`src/rtl/memory_sp_ctrl.sv`:
```
// memory_sp_ctrl: initiator-side controller for a single-port synchronous SRAM.
//   Request channel  : req_valid/req_ready, req_write, req_addr, req_wem, req_din
//   Response channel : rsp_valid/rsp_ready, rsp_dout, rsp_err (3-entry response FIFO)
//   Memory side      : mem_en, mem_we, mem_wem, mem_addr, mem_din, mem_dout (1-cycle read latency)
//   Status           : init_done (zero-fill finished, sticky until reset)
//   clk, nreset      : single clock, asynchronous active-low reset
module memory_sp_ctrl #(
    parameter int DW    = 104,
    parameter int DEPTH = 32,
    parameter int AW    = $clog2(DEPTH),
    parameter int INIT  = 1
) (
    input  logic          clk,
    input  logic          nreset,
    input  logic          req_valid,
    output logic          req_ready,
    input  logic          req_write,
    input  logic [AW-1:0] req_addr,
    input  logic [DW-1:0] req_wem,
    input  logic [DW-1:0] req_din,
    output logic          rsp_valid,
    input  logic          rsp_ready,
    output logic [DW-1:0] rsp_dout,
    output logic          rsp_err,
    output logic          init_done,
    output logic          mem_en,
    output logic          mem_we,
    output logic [DW-1:0] mem_wem,
    output logic [AW-1:0] mem_addr,
    output logic [DW-1:0] mem_din,
    input  logic [DW-1:0] mem_dout
);
    typedef enum logic {S_INIT, S_RUN} state_t;

    localparam logic [AW:0]   LIM  = (AW+1)'(DEPTH);
    localparam logic [AW-1:0] LAST = AW'(DEPTH - 1);

    state_t        state, state_nxt;
    logic [AW-1:0] cnt;
    logic          pend, pend_err;
    logic [DW:0]   fifo [3];
    logic [1:0]    wptr, rptr, count;
    logic          acc, in_range, last, push, pop, head_err;

    assign last     = (state == S_INIT) && (cnt == LAST);
    assign in_range = {1'b0, req_addr} < LIM;
    // Credits: every read in flight (pending or buffered) owns a FIFO slot.
    assign req_ready = init_done && ((3'(pend) + 3'(count)) < 3'd3);
    assign acc       = req_valid && req_ready;
    assign push      = pend;
    assign rsp_valid = count != 2'd0;
    assign pop       = rsp_valid && rsp_ready;
    assign {head_err, rsp_dout} = fifo[rptr];
    assign rsp_err   = rsp_valid && head_err;

    always_comb begin
        state_nxt = state;
        mem_en    = 1'b0;
        mem_we    = 1'b0;
        mem_wem   = req_wem;
        mem_addr  = req_addr;
        mem_din   = req_din;
        if (state == S_INIT) begin
            state_nxt = last ? S_RUN : S_INIT;
            // Gated by nreset so the zero-fill writes nothing while reset is held.
            mem_en    = nreset;
            mem_we    = nreset;
            mem_wem   = '1;
            mem_addr  = cnt;
            mem_din   = '0;
        end else begin
            mem_en = acc && in_range;
            mem_we = acc && in_range && req_write;
        end
    end

    always_ff @(posedge clk or negedge nreset) begin
        if (!nreset) begin
            state     <= (INIT != 0) ? S_INIT : S_RUN;
            cnt       <= '0;
            init_done <= 1'b0;
            pend      <= 1'b0;
            pend_err  <= 1'b0;
            wptr      <= 2'd0;
            rptr      <= 2'd0;
            count     <= 2'd0;
        end else begin
            state     <= state_nxt;
            cnt       <= (state == S_INIT) ? cnt + AW'(1) : '0;
            init_done <= init_done || last || (state == S_RUN);
            pend      <= acc && !req_write;
            pend_err  <= !in_range;
            if (push) wptr <= (wptr == 2'd2) ? 2'd0 : wptr + 2'd1;
            if (pop)  rptr <= (rptr == 2'd2) ? 2'd0 : rptr + 2'd1;
            count     <= count + 2'(push) - 2'(pop);
        end
    end

    // Storage carries no reset; validity is tracked by count alone.
    always_ff @(posedge clk) begin
        if (push) fifo[wptr] <= {pend_err, pend_err ? {DW{1'b0}} : mem_dout};
    end

    a_no_overflow: assert property (@(posedge clk) disable iff (!nreset) !(push && count == 2'd3));
endmodule

```
`config.mk`:
```
export PLATFORM = sky130hd
export DESIGN_NAME = memory_sp_ctrl
export DESIGN_NICKNAME = d
export VERILOG_FILES = /design/src/rtl/memory_sp_ctrl.sv
export SDC_FILE = /design/constraint.sdc
export NUM_CORES = 1
export LEC_CHECK = 0
export ABC_AREA = 1
export CELL_PAD_IN_SITES_DETAIL_PLACEMENT = 1
export CELL_PAD_IN_SITES_GLOBAL_PLACEMENT = 1
export CORE_AREA = 2 2 253 255
export DETAILED_ROUTE_END_ITERATION = 12
export DIE_AREA = 0 0 255 257
export PLACE_DENSITY = 0.58
export SLEW_MARGIN = 25
export SYNTH_ARGS = -nofsm -noshare
export SYNTH_HDL_FRONTEND = slang
export SYNTH_SLANG_ARGS = --single-unit
export TNS_END_PERCENT = 10
```
`constraint.sdc`:
```
create_clock -name clk -period 6.3 [get_ports clk]
set_input_delay 0.945 -clock clk [delete_from_list [all_inputs] [get_ports clk]]
set_output_delay 0.945 -clock clk [all_outputs]
set_load 0.1 [all_outputs]
```
Word-level counts from Yosys, hierarchy flattened
Memory sizes are Yosys's and may differ from the RTL's.
Index checks and enable logic that the tools add are counted.
Storage, ports and cells
  flip-flop bits (word level): 14
  memory bits (writable): 312
  bits of input ports: 322
  output and inout port bits: 323
  logic and storage cells: 42
  memories kept: 1
Cells by class
  add/subtract/negate cells: 6
  order comparisons: 1
  equal/unequal tests: 3
  mux-type cells: 12
  bitwise gates (word level): 1
  reduce and logical (&&, ||, !) cells: 11
Memories
  fifo: depth 3, width 104, rd ports 1, clocked after memory_dff 0, write ports 1, line 41  | logic [DW:0] fifo [3];
Operator list (count)
  104-bit 2-to-1 mux: 2
  5-bit 2-to-1 mux: 2
  1-bit logical AND: 6
  1-bit 2-to-1 mux: 6
  5-bit by 1-bit adder with 5-bit output, second input constant: 1
  5-bit equality test, second input constant: 1
  2-bit by 1-bit adder with 2-bit output, second input constant: 2
  2-bit equality test, second input constant: 2
  2-bit 2-to-1 mux: 2
  1-bit by 2-bit adder with 3-bit output: 1
  3-bit by 2-bit less-than comparator with 1-bit output, second input constant: 1
  2-bit by 1-bit adder with 2-bit output: 1
  1-bit logical OR: 2
  2-bit nonzero test: 1
  2-bit by 1-bit subtractor with 2-bit output: 1
  1-bit logical AND, second input constant: 1
  1-bit logical NOT: 1
  1-bit inverter: 1

Longest topological paths before layout
  depth after elaboration: 6
  depth in mapped cells: 7
  depth with buffers taken out: 7

Worst setup path after synthesis
OpenSTA, ideal clock, no wires.
  path type: reg-to-output
  start point: register init_done
  end point: output mem_en
  arrival time: 4.720 ns
  required time: 5.355 ns
  path slack: 0.635 ns
  cell stages (with the launch flop): 5
  path buffers: 0
  cell sequence: dfrtp_1 > nand2_1 > nor2_1 > nand2_1 > o21ai_0
On the way
  cells in the longest elaborated chain, start to end: 3
RTL lines
  start: declaration: line 25  | output logic init_done,
  start signal: assignment: line 90  | init_done <= init_done || last || (state == S_RUN);
  1-bit logical AND: line 48  | assign req_ready = init_done && ((3'(pend) + 3'(count)) < 3'd3);
  via req_ready: line 16  | output logic req_ready,
  1-bit logical AND: line 49  | assign acc = req_valid && req_ready;
  1-bit 2-to-1 mux: line 63  | if (state == S_INIT) begin
  end: declaration: line 26  | output logic mem_en,
The timed path passes the listed nets, and every way through them passes these cells.

Worst setup path in the final report
  start point: register rptr[1]
  end point: output rsp_dout[23]
On the way
  cells in the longest elaborated chain, start to end: 1
RTL lines
  start: declaration: line 42  | logic [1:0] wptr, rptr, count;
  start signal: assignment: line 94  | if (pop) rptr <= (rptr == 2'd2) ? 2'd0 : rptr + 2'd1;
  memory read 3 x 104 bit
  end: declaration: line 23  | output logic [DW-1:0] rsp_dout,
No other way between the ends.

==> impl_metrics.csv <==
group,metric,value,unit
drt,drtIter0Drc,578,
timing,setup_violations,0,
synth,synth.top_cell.area_share,69.4,%
floorplanning,fp.dieH,257,um
synth,synth.largest_area_cell,"edfxtp_1",
power_and_ir_drop,comb_power_share,58.7,%
global_routing,antenna_found_initial,57,
timing,fin_setup_tns,0,ps
flow_run,cap_violations,0,
synth,ys_top_cells_by_area,"edfxtp_1 69%, nand2_1 12%, or2_2 5.0%",
timing,post-route-period-util,76.5,%
global_routing,grt.total_usage,19.8,%
power_and_ir_drop,finalPower,11600,uW
synth,seq_area_frac_synth,72.0,%
timing,fin_skew,14.3,ps
power_and_ir_drop,vdd_drop_max,0.430,mV
final_layout,area_growth,62.0,%
floorplanning,fp-row-count,92,
clock_network,cts_tree,"done",
placed_design,dpl.hpwl,52900,um
synth,ys.flop_type,"edfxtp_1",
critical_path,cp-end-kind,"output port",
critical_path,cp-start-kind,"flip-flop",
critical_path,cp_max_fo,66,
clock_network,holdBufCountCts,0,
clock_network,cts_buffers,36,
placed_design,port_buffers,643,
power_and_ir_drop,p_seq_share,23.9,%
synth,avgSynthCellArea,11.4,sq um
power_and_ir_drop,p_sw,6430,uW
synth,synth.most_common_cell,"nand2_1",
synth,synth_common_cells,"439 x nand2_1, 312 x edfxtp_1, 116 x inv_1, 107 x nand3_1, 107 x or2_2",
worst_hold_path,hp-class,"reg2reg",
floorplanning,design.core.area,0.0627,sq mm
clock_network,htree_levels,2,
power_and_ir_drop,p_int,5210,uW
clock_network,clk_pin_slew_worst_paths,60,ps
drt,via_per_inst,4.16,
global_routing,grt_overflow,0,
clock_network,cts_setup_buffers,0,
drt,postRouteAntennaNets,0,
clock_network,cts_root_buffer,"clkbuf_16",
drt,wl_per_cell,25.1,um
power_and_ir_drop,p_leak,0.00858,uW
power_and_ir_drop,switching_share,55.3,%
timing,rsz0062_at_grt,"false",
synth,async_flop_share,4.29,%
synth,ys_ff_latch,326,
synth,synth_nets,1515,
drt,drc,0,
timing,setup_slack,1480,ps
critical_path,critical_path_arrival,3870,ps
critical_path,required,5350,ps
final_layout,nNetsFinal,2144,
global_routing,grt_pass1_wl,90000,um
floorplanning,start_util,21.5,%
synth,synth.distinct_cells,19,
power_and_ir_drop,powerDensity,532,mW/mm^2
timing,worstMarginPinSlew,1140,ps
clock_network,worstSkewPairLatency,540,ps
global_routing,grt_max_degree,112,
drt,drt-total-wl,67500,um
final_layout,drive_gt1_share,10.4,%
timing,relSlewSlack,23.5,%
synth,yosysWarningCount,0,
synth,synthCells,1187,
timing,slew_viol_final,0,
timing,hold_viol_final,0,
floorplanning,die_area,0.0655,sq mm
floorplanning,io_pins,645,
outcome,outcome,"finished, final reports clean",
floorplanning,die_w,255,um
power_and_ir_drop,p_clk_share,17.4,%
synth,synth_area,0.0135,sq mm
timing,max_clock_freq,208,MHz
timing,min_period,4820,ps
drt,dr_total_vias,11200,
global_routing,grt_pass1_vias,11400,
placed_design,place.gp.congestion,0.889,
clock_network,cts_resized,0,
critical_path,crit_type,"reg2out",
final_layout,fillers,6900,
synth,synth_edf_count,312,
drt,first_pass_iters,5,
clock_network,cts.sinks,326,
clock_network,cts_buffer_depth,3,
placed_design,dp_slack,1700,ps
[area by class of cell]
type | count | area (sq um) | area share (%)
Sequential cell | 326 | 9730 | 44.5
Timing Repair Buffer | 651 | 6440 | 29.4
Multi-Input combinational cell | 683 | 3060 | 14.0
Tap cell | 846 | 1060 | 4.84
Clock buffer | 45 | 956 | 4.37
Inverter | 118 | 450 | 2.06
Clock inverter | 14 | 153 | 0.698
Antenna cell | 11 | 27.5 | 0.126
[cells in the final DEF (no fill, tap or decap)]
cell type	Yosys	routed
inv_6	0	2
inv_1	116	114
o21ai_0	5	5
or2_2	107	107
bufinv_16	0	3
clkinv_2	0	3
clkbuf_1	18	8
nand3_1	107	107
clkbuf_16	0	37
dfrtp_1	14	12
dfrtp_4	0	2
xor2_1	1	1
inv_4	0	3
clkinvlp_4	0	2
inv_2	2	1
edfxtp_1	312	312
xnor2_1	2	2
nand4_1	1	1
diode_2	0	11
nor2_4	2	3
clkinv_1	0	4
clkdlybuf4s50_1	0	623
conb_1	1	1
ha_1	6	6
buf_4	5	8
nand2_1	439	439
buf_12	0	3
nor2_1	12	11
buf_2	34	17
[power groups by stage]
stage	Combinational, uW	Clock [uW]	Sequential [uW]
after floorplan	5020	0	2770
after detailed placement	6910	0	2830
after CTS	6930	2100	2780
after global placement	6920	0	2820
after global routing	7090	2160	2800
final	6830	2030	2780
[worst max-delay path, cell delays in order (launching register included)]
cell             delay, ps
dfrtp_4                740
nor2_4                 660
buf_12                 380
nand2_1                110
nand3_1                120
clkdlybuf4s50_1       1210
[path summary, 6_finish.rpt]
kind	startpoint	endpoint	slack [ps]	cells past startpoint
hold reg to reg	cnt[0]	cnt[0]	480	1
setup reg to reg	wptr[1]	fifo[0][45]	3710	4
min in group asynchronous	nreset	init_done	820	1
max in group asynchronous	nreset	rptr[1]	4970	1
setup / recovery	rptr[1]	rsp_dout[23]	1480	5
hold / removal	cnt[0]	cnt[0]	480	1
[sequential cells by signal (all words and copies together), names as in the netlist]
register	flops
fifo	312
cnt	5
count	2
rptr	2
wptr	2
init_done	1
pend	1
state	1
[kinds of logic after synthesis]
logic type | Yosys count | share of synthesized area [%]
and+or+nand+nor | 668 | 21.7
DFF | 326 | 72.0
buffers and inverters | 178 | 5.40
adders and majority gates | 6 | 0.556
AOI/OAI and AO/OA | 5 | 0.185
xor gates and xnor gates | 3 | 0.195
other | 1 | 0.0278
[layer usage]
metal / wire [um] / global-route usage [%] / part of all wire (%) / vias to the layer above
met2: 34700 / 35.3 / 51 / 482
met3: 6330 / 7.22 / 9.4 / 117
met5: 122 / 0 / 0.18 / -
li1: - / - / - / 5119
met1: 24900 / 21.9 / 37 / 5458
met4: 1420 / 6.03 / 2.1 / 18
[through the flow]
stage | util (%) | area [sq um] | instances | hold WS, ps
floorplan | - | 13500 | 1187 | 440
global placement | 33.2 | 20800 | 2624 | 480
detailed placement | 33.1 | 20800 | 2624 | 478
CTS | 34.9 | 21900 | 2683 | 486
global route | 34.9 | 21900 | 2691 | 509
finish | 34.9 | 21900 | 2694 | 485
Note: power is estimated with default switching activity, not from simulation.
